[src/rtl/grid_pkg.sv]
// Shared types and helpers for the LED-grid controller and its companions.
package grid_pkg;

  typedef enum logic [1:0] {
    S_NONE,
    S_ONE,
    S_HOLD,
    S_WIN
  } state_t;

  localparam int unsigned MAX_CARDS = 256;

  function automatic int unsigned idx_w(input int unsigned n);
    return $clog2(n);
  endfunction

  // Callers size-cast the result down to their own card count.
  function automatic logic [MAX_CARDS-1:0] onehot(input int unsigned idx, input int unsigned n);
    logic [MAX_CARDS-1:0] v;
    v = '0;
    if (idx < n && idx < MAX_CARDS) v = MAX_CARDS'(1) << idx;
    return v;
  endfunction

endpackage

[src/rtl/grid_led_ctrl_if.sv]
// Game-FSM <-> LED-grid controller signal bundle.
interface grid_led_ctrl_if #(
  parameter int unsigned ROWS   = 6,
  parameter int unsigned COLS   = 6,
  parameter int unsigned FACE_W = 5
);
  localparam int unsigned N     = ROWS * COLS;
  localparam int unsigned IDX_W = grid_pkg::idx_w(N);

  logic [IDX_W-1:0]  cursor;
  logic              cursor_valid;
  logic              sel_strobe;
  logic [FACE_W-1:0] card_face;
  logic              new_game;
  logic [N-1:0]      leds;
  logic              busy;
  logic              match_pulse;
  logic              mismatch_pulse;
  logic [IDX_W-1:0]  pairs_found;
  logic              game_won;

  modport master (
    output cursor, cursor_valid, sel_strobe, card_face, new_game,
    input  leds, busy, match_pulse, mismatch_pulse, pairs_found, game_won
  );

  modport slave (
    input  cursor, cursor_valid, sel_strobe, card_face, new_game,
    output leds, busy, match_pulse, mismatch_pulse, pairs_found, game_won
  );

endinterface

[src/rtl/grid_blink_div.sv]
// Free-running blink divider: phase toggles every DIV clocks, starts high.
module grid_blink_div #(
  parameter int unsigned DIV = 25_000_000
) (
  input  logic clock,
  input  logic reset,
  output logic phase
);
  localparam int unsigned CNT_W = $clog2(DIV);

  logic [CNT_W-1:0] r_cnt;
  logic             r_phase;

  always_ff @(posedge clock) begin
    if (reset) begin
      r_cnt   <= '0;
      r_phase <= 1'b1;
    end else if (r_cnt == CNT_W'(DIV - 1)) begin
      r_cnt   <= '0;
      r_phase <= ~r_phase;
    end else begin
      r_cnt <= r_cnt + CNT_W'(1);
    end
  end

  assign phase = r_phase;

endmodule

[src/rtl/grid_led_ctrl.sv]
// Memory-card LED grid controller: open/matched card tracking, mismatch hold,
// cursor and win blinking, registered LED drive.
module grid_led_ctrl
  import grid_pkg::*;
#(
  parameter int unsigned ROWS        = 6,
  parameter int unsigned COLS        = 6,
  parameter int unsigned FACE_W      = 5,
  parameter int unsigned BLINK_DIV   = 25_000_000,
  parameter int unsigned HOLD_CYCLES = 50_000_000
) (
  input logic           clock,
  input logic           reset,
  grid_led_ctrl_if.slave bus
);
  localparam int unsigned N     = ROWS * COLS;
  localparam int unsigned IDX_W = idx_w(N);
  localparam int unsigned HALF  = N / 2;
  localparam int unsigned TMR_W = (HOLD_CYCLES > 1) ? $clog2(HOLD_CYCLES) : 1;

  logic w_phase;

  grid_blink_div #(.DIV(BLINK_DIV)) u_blink (
    .clock (clock),
    .reset (reset),
    .phase (w_phase)
  );

  state_t            r_state;
  logic [N-1:0]      r_matched;
  logic [N-1:0]      r_leds;
  logic [IDX_W-1:0]  r_open1;
  logic [IDX_W-1:0]  r_open2;
  logic [IDX_W-1:0]  r_pairs;
  logic [FACE_W-1:0] r_face1;
  logic [TMR_W-1:0]  r_timer;
  logic              r_match;
  logic              r_mismatch;

  logic [N-1:0]     w_oh_cur;
  logic [N-1:0]     w_oh_o1;
  logic [N-1:0]     w_oh_o2;
  logic [N-1:0]     w_leds_nxt;
  logic [IDX_W-1:0] w_pairs_inc;
  logic             w_in_range;
  logic             w_valid_sel;

  always_comb begin
    w_oh_cur    = N'(onehot(32'(bus.cursor), N));
    w_oh_o1     = N'(onehot(32'(r_open1), N));
    w_oh_o2     = N'(onehot(32'(r_open2), N));
    w_pairs_inc = r_pairs + IDX_W'(1);
    // onehot() is zero for an out-of-range index, so it doubles as the range check
    w_in_range  = |w_oh_cur;
    w_valid_sel = bus.sel_strobe && w_in_range && !(|(r_matched & w_oh_cur)) &&
                  ((r_state == S_NONE) ||
                   ((r_state == S_ONE) && (bus.cursor != r_open1)));
  end

  always_comb begin
    w_leds_nxt = '0;
    if (r_state == S_WIN) begin
      w_leds_nxt = {N{w_phase}};
    end else begin
      w_leds_nxt = r_matched;
      if (r_state == S_ONE || r_state == S_HOLD) w_leds_nxt = w_leds_nxt | w_oh_o1;
      if (r_state == S_HOLD) w_leds_nxt = w_leds_nxt | w_oh_o2;
      if (bus.cursor_valid && w_phase) w_leds_nxt = w_leds_nxt | w_oh_cur;
    end
  end

  always_ff @(posedge clock) begin
    if (reset || bus.new_game) begin
      r_state    <= S_NONE;
      r_matched  <= '0;
      r_leds     <= '0;
      r_open1    <= '0;
      r_open2    <= '0;
      r_pairs    <= '0;
      r_face1    <= '0;
      r_timer    <= '0;
      r_match    <= 1'b0;
      r_mismatch <= 1'b0;
    end else begin
      r_match    <= 1'b0;
      r_mismatch <= 1'b0;
      r_leds     <= w_leds_nxt;
      case (r_state)
        S_NONE: begin
          if (w_valid_sel) begin
            r_open1 <= bus.cursor;
            r_face1 <= bus.card_face;
            r_state <= S_ONE;
          end
        end
        S_ONE: begin
          if (w_valid_sel) begin
            if (bus.card_face == r_face1) begin
              r_matched <= r_matched | w_oh_cur | w_oh_o1;
              r_pairs   <= w_pairs_inc;
              r_match   <= 1'b1;
              r_state   <= (w_pairs_inc == IDX_W'(HALF)) ? S_WIN : S_NONE;
            end else begin
              r_open2    <= bus.cursor;
              r_timer    <= TMR_W'(HOLD_CYCLES - 1);
              r_mismatch <= 1'b1;
              r_state    <= S_HOLD;
            end
          end
        end
        S_HOLD: begin
          if (r_timer == '0) r_state <= S_NONE;
          else               r_timer <= r_timer - TMR_W'(1);
        end
        S_WIN: ;
        default: r_state <= S_NONE;
      endcase
    end
  end

  assign bus.leds           = r_leds;
  assign bus.busy           = (r_state == S_HOLD);
  assign bus.match_pulse    = r_match;
  assign bus.mismatch_pulse = r_mismatch;
  assign bus.pairs_found    = r_pairs;
  assign bus.game_won       = (r_state == S_WIN);

endmodule

[src/flat_wrapper.sv]
// flat-port wrapper written by rule: the top's interface ports become plain ports
module grid_led_ctrl_flat import grid_pkg::*;
#(
  parameter int unsigned ROWS        = 6,
  parameter int unsigned COLS        = 6,
  parameter int unsigned FACE_W      = 5,
  parameter int unsigned BLINK_DIV   = 25_000_000,
  parameter int unsigned HOLD_CYCLES = 50_000_000
)
  (clock, reset, bus_cursor, bus_cursor_valid, bus_sel_strobe, bus_card_face, bus_new_game, bus_leds, bus_busy, bus_match_pulse, bus_mismatch_pulse, bus_pairs_found, bus_game_won);
  grid_led_ctrl_if #(.ROWS(ROWS), .COLS(COLS), .FACE_W(FACE_W)) bus_i ();
  input logic clock;
  input logic reset;
  input wire logic [$bits(bus_i.cursor)-1:0] bus_cursor;
  input wire logic [$bits(bus_i.cursor_valid)-1:0] bus_cursor_valid;
  input wire logic [$bits(bus_i.sel_strobe)-1:0] bus_sel_strobe;
  input wire logic [$bits(bus_i.card_face)-1:0] bus_card_face;
  input wire logic [$bits(bus_i.new_game)-1:0] bus_new_game;
  output wire logic [$bits(bus_i.leds)-1:0] bus_leds;
  output wire logic [$bits(bus_i.busy)-1:0] bus_busy;
  output wire logic [$bits(bus_i.match_pulse)-1:0] bus_match_pulse;
  output wire logic [$bits(bus_i.mismatch_pulse)-1:0] bus_mismatch_pulse;
  output wire logic [$bits(bus_i.pairs_found)-1:0] bus_pairs_found;
  output wire logic [$bits(bus_i.game_won)-1:0] bus_game_won;
  assign bus_i.cursor = bus_cursor;
  assign bus_i.cursor_valid = bus_cursor_valid;
  assign bus_i.sel_strobe = bus_sel_strobe;
  assign bus_i.card_face = bus_card_face;
  assign bus_i.new_game = bus_new_game;
  assign bus_leds = bus_i.leds;
  assign bus_busy = bus_i.busy;
  assign bus_match_pulse = bus_i.match_pulse;
  assign bus_mismatch_pulse = bus_i.mismatch_pulse;
  assign bus_pairs_found = bus_i.pairs_found;
  assign bus_game_won = bus_i.game_won;
  grid_led_ctrl #(.ROWS(ROWS), .COLS(COLS), .FACE_W(FACE_W), .BLINK_DIV(BLINK_DIV), .HOLD_CYCLES(HOLD_CYCLES)) u_core (.clock(clock), .reset(reset), .bus(bus_i));
endmodule
[config.mk]
export PLATFORM = sky130hd
export DESIGN_NAME = grid_led_ctrl_flat
export DESIGN_NICKNAME = d
export VERILOG_FILES = /design/src/rtl/grid_pkg.sv /design/src/rtl/grid_led_ctrl_if.sv /design/src/rtl/grid_blink_div.sv /design/src/rtl/grid_led_ctrl.sv /design/src/flat_wrapper.sv
export SDC_FILE = /design/constraint.sdc
export NUM_CORES = 1
export LEC_CHECK = 0
export CAP_MARGIN = 0
export CORE_MARGIN = 2
export CORE_UTILIZATION = 58
export CTS_CLUSTER_SIZE = 8
export DETAILED_ROUTE_END_ITERATION = 8
export DONT_BUFFER_PORTS = 1
export PLACE_DENSITY = 0.76
export SLEW_MARGIN = 10
export SYNTH_ARGS = -nofsm -noshare
export SYNTH_HDL_FRONTEND = slang
export SYNTH_HIERARCHICAL = 1
export SYNTH_SLANG_ARGS = --single-unit
[constraint.sdc]
create_clock -name clock -period 2.6 [get_ports clock]
set_clock_uncertainty 0.05 [all_clocks]
set_input_delay 0.26 -clock clock [delete_from_list [all_inputs] [get_ports clock]]
set_output_delay 0.26 -clock clock [all_outputs]
set_load 0.01 [all_outputs]
==> out/metrics.cfg <==
[outcome]
status=complete, no violations

[global_route]
grt_pass1_vias=7214
grt_usage=0.341
antenna_found_initial=0
grt_max_degree=43
overflow=0
grt_pass1_wl_microns=39000

[clocking]
h-tree-depth=4
cts_buffer_depth=2
worstSkewPairLatency_ns=0.43
root_buffer=clkbuf_16
clk_pin_slew_ns=0.06
cts_tree=done
cts_buffers=17
cts.sinks=151

[setup_path]
rr_worst_depth=10
r2r-end=u_core/r_timer[22]
rrSetupSlack_ns=0.04
reg2reg_from=u_core/r_matched[4]
worst-setup-path-type=reg -> reg
end_kind=flop
critPathRequiredTime_ns=2.81
cp_max_fo=10
crit_arrival_ns=2.78
worst_setup_path_start_kind=flop

[routing]
ant_nets=0
firstDrtPassIters=6
num_vias=7998
drc_errors=0
dr.first_iter.drc_count=1247
routed_wl_microns=25400
drt-wirelength-per-cell_microns=21.0
vias_per_cell=6.62

[run]
max_cap_violations=0

[logic_synthesis]
synth.avg_cell_area_sq_um=8.16
synth_nets=1012
yosys.area.top_type=dfxtp_1
seq_area_frac_synth=0.375
ys_warn_count=6
synth_cell_types=67
synth_area_sq_mm=0.00806
ys_ff_latch=151
synth.area.top_cells=dfxtp_1 37%, nor2_1 7.6%, xor2_1 4.0%, a21oi_1 3.6%, nand3_1 2.8%
async_flop_share=0
synth_edf_count=0
syn_inst=988
synth_top_area_share=0.375
synth_ff_type=dfxtp_1

[hold_path]
whs_endpoint=u_core/bus.leds[3]
hold_path.class=in -> reg
hold_depth=4
hp-start=bus_cursor_valid

[floorplanning]
io_pins=62
initial_core_util=0.588
core-area_sq_mm=0.0137
row_count=43
fp.dieW_microns=122
die-area_sq_mm=0.0149
dieHeight_microns=122

[layout]
final_nets=1040
final_area_sq_mm=0.00926
diodes=0
fin_util=0.675
mostFrequentLayoutCells=163 x nor2_1, 151 x dfxtp_1, 72 x buf_4, 58 x a21oi_1, 56 x nand2_1
final_common_cell=nor2_1
drive_gt1_frac=0.129
syn_to_final_growth_pct=14.9

[placed_design]
port_buffers=0
gp_congestion=0.965
place_area_sq_mm=0.00854
dp_hpwl_microns=16900

[power_and_ir_drop]
powerDensity_mw_per_mm2=552
ir_drop_mv=0.582
leakage_nw=3.43

[sta]
tightest_slew_ns=0.964
finalHoldViolCount=0
setup_viol=0
slew_headroom=0.341
period_minus_slack_ns=2.56
period_share=0.986
maxSlewViolCount=0
fmax_mhz=390
rsz0062_at_grt=true

## flip-flops by register name (all words and copies together) (netlist names)
name,cells
u_core/bus.leds,36
u_core/bus.match_pulse,1
u_core/bus.mismatch_pulse,1
u_core/bus.pairs_found,6
u_core/r_face1,5
u_core/r_matched,36
u_core/r_open1,6
u_core/r_open2,6
u_core/r_state,2
u_core/r_timer,26
u_core/u_blink/phase,1
u_core/u_blink/r_cnt,25
## critical path: stages, from the launching register on
cell      delay (ns)
dfxtp_1         0.37
or3b_2          0.46
a211oi_1        0.35
o21ai_1         0.19
nand4_1         0.19
o31ai_4         0.12
buf_4           0.16
buf_4           0.16
nand4_1         0.10
xor2_1          0.16
a21oi_1         0.08
## cell usage after synthesis (9+ instances only)
library cell  count
nor2_1          164
dfxtp_1         151
a21oi_1          58
clkbuf_1         57
nand2_1          57
nand3_1          45
xor2_1           37
o21a_1           28
a22oi_1          21
nor3_1           21
mux2i_1          20
nand4_1          20
nor2b_1          19
a31oi_1          18
a221oi_1         17
o21ai_0          16
a32oi_1          15
inv_1            15
and3_1           13
o22ai_1          10
or3_1            10
xnor2_1          10
and2_1            9
buf_2             9
nand2b_1          9
o31ai_1           9
or4_1             9
## report_power, final
part           leakage [nW]  switching (mW)  internal (mW)  total (mW)
sequential             1.22          0.0188           2.33        2.35
clock                 0.271           0.978           1.34        2.32
combinational          1.94           0.271          0.167       0.438
## timing repair
action | CTS | global route
hold buffers | 12 | 0
setup buffers | 0 | 2
resized for setup | 4 | 9
pin swaps | 4 | 2
endpoints found under the setup margin | 3 | 88
endpoints found under the hold margin | 17 | 0
## how the worst max path moves through the flow
stage / to / slack, ns / startpoint / depth (start not counted)
after floorplan: u_core/r_timer[25] / 0.0008 / bus_cursor[4] / 10
after global placement: u_core/bus.pairs_found[5] / 0.02 / bus_cursor[1] / 9
after detailed placement: u_core/r_timer[23] / -0.06 / bus_cursor[2] / 8
after CTS: u_core/r_timer[25] / 0.01 / u_core/r_matched[24] / 8
after global routing: u_core/r_timer[25] / -0.06 / u_core/r_matched[24] / 8
final: u_core/r_timer[22] / 0.04 / u_core/r_matched[4] / 10
## final cells by class
| cell class | count | area, sq um |
|---|---|---|
| Sequential cell | 151 | 3020 |
| Tap cell | 180 | 225 |
| Timing Repair Buffer | 87 | 721 |
| Fill cell | 1125 | 4460 |
| Clock inverter | 11 | 97.6 |
| Multi-Input combinational cell | 743 | 4690 |
| Inverter | 16 | 60.1 |
| Clock buffer | 21 | 450 |
## per-layer routing
layer | vias to the layer above | track usage | share of wire | routed length, microns
met2 | 524 | 0.502 | 0.43 | 10900
li1 | 3646 | - | - | -
met5 | - | 0 | 0 | 0
met4 | 0 | 0.119 | 0.035 | 878
met3 | 113 | 0.137 | 0.13 | 3360
met1 | 3715 | 0.451 | 0.40 | 10300
## through the flow
| stage | hold WS (ns) | instances | setup WS, ns | TNS (ns) | power (mW) |
|---|---|---|---|---|---|
| floorplan | 0.282 | 988 | 0.000775 | 0 | 2.70 |
| global placement | 0.284 | 1163 | 0.0243 | 0 | 2.79 |
| detailed placement | 0.287 | 1163 | -0.0585 | -0.102 | 2.79 |
| CTS | 0.0492 | 1207 | 0.0103 | 0 | 5.10 |
| global route | 0.0973 | 1209 | -0.0600 | -0.183 | 5.25 |
| finish | 0.0698 | 1209 | 0.0354 | 0 | 5.11 |
## cells by family after synthesis
logic type	Yosys count	synth area share
compound gates	234	0.205
xor+xnor	47	0.0510
fa+ha+maj	8	0.0124
buf+inv	94	0.0498
flops	151	0.375
mux	21	0.0262
simple gates	433	0.280
(Power assumes the default switching activity.)
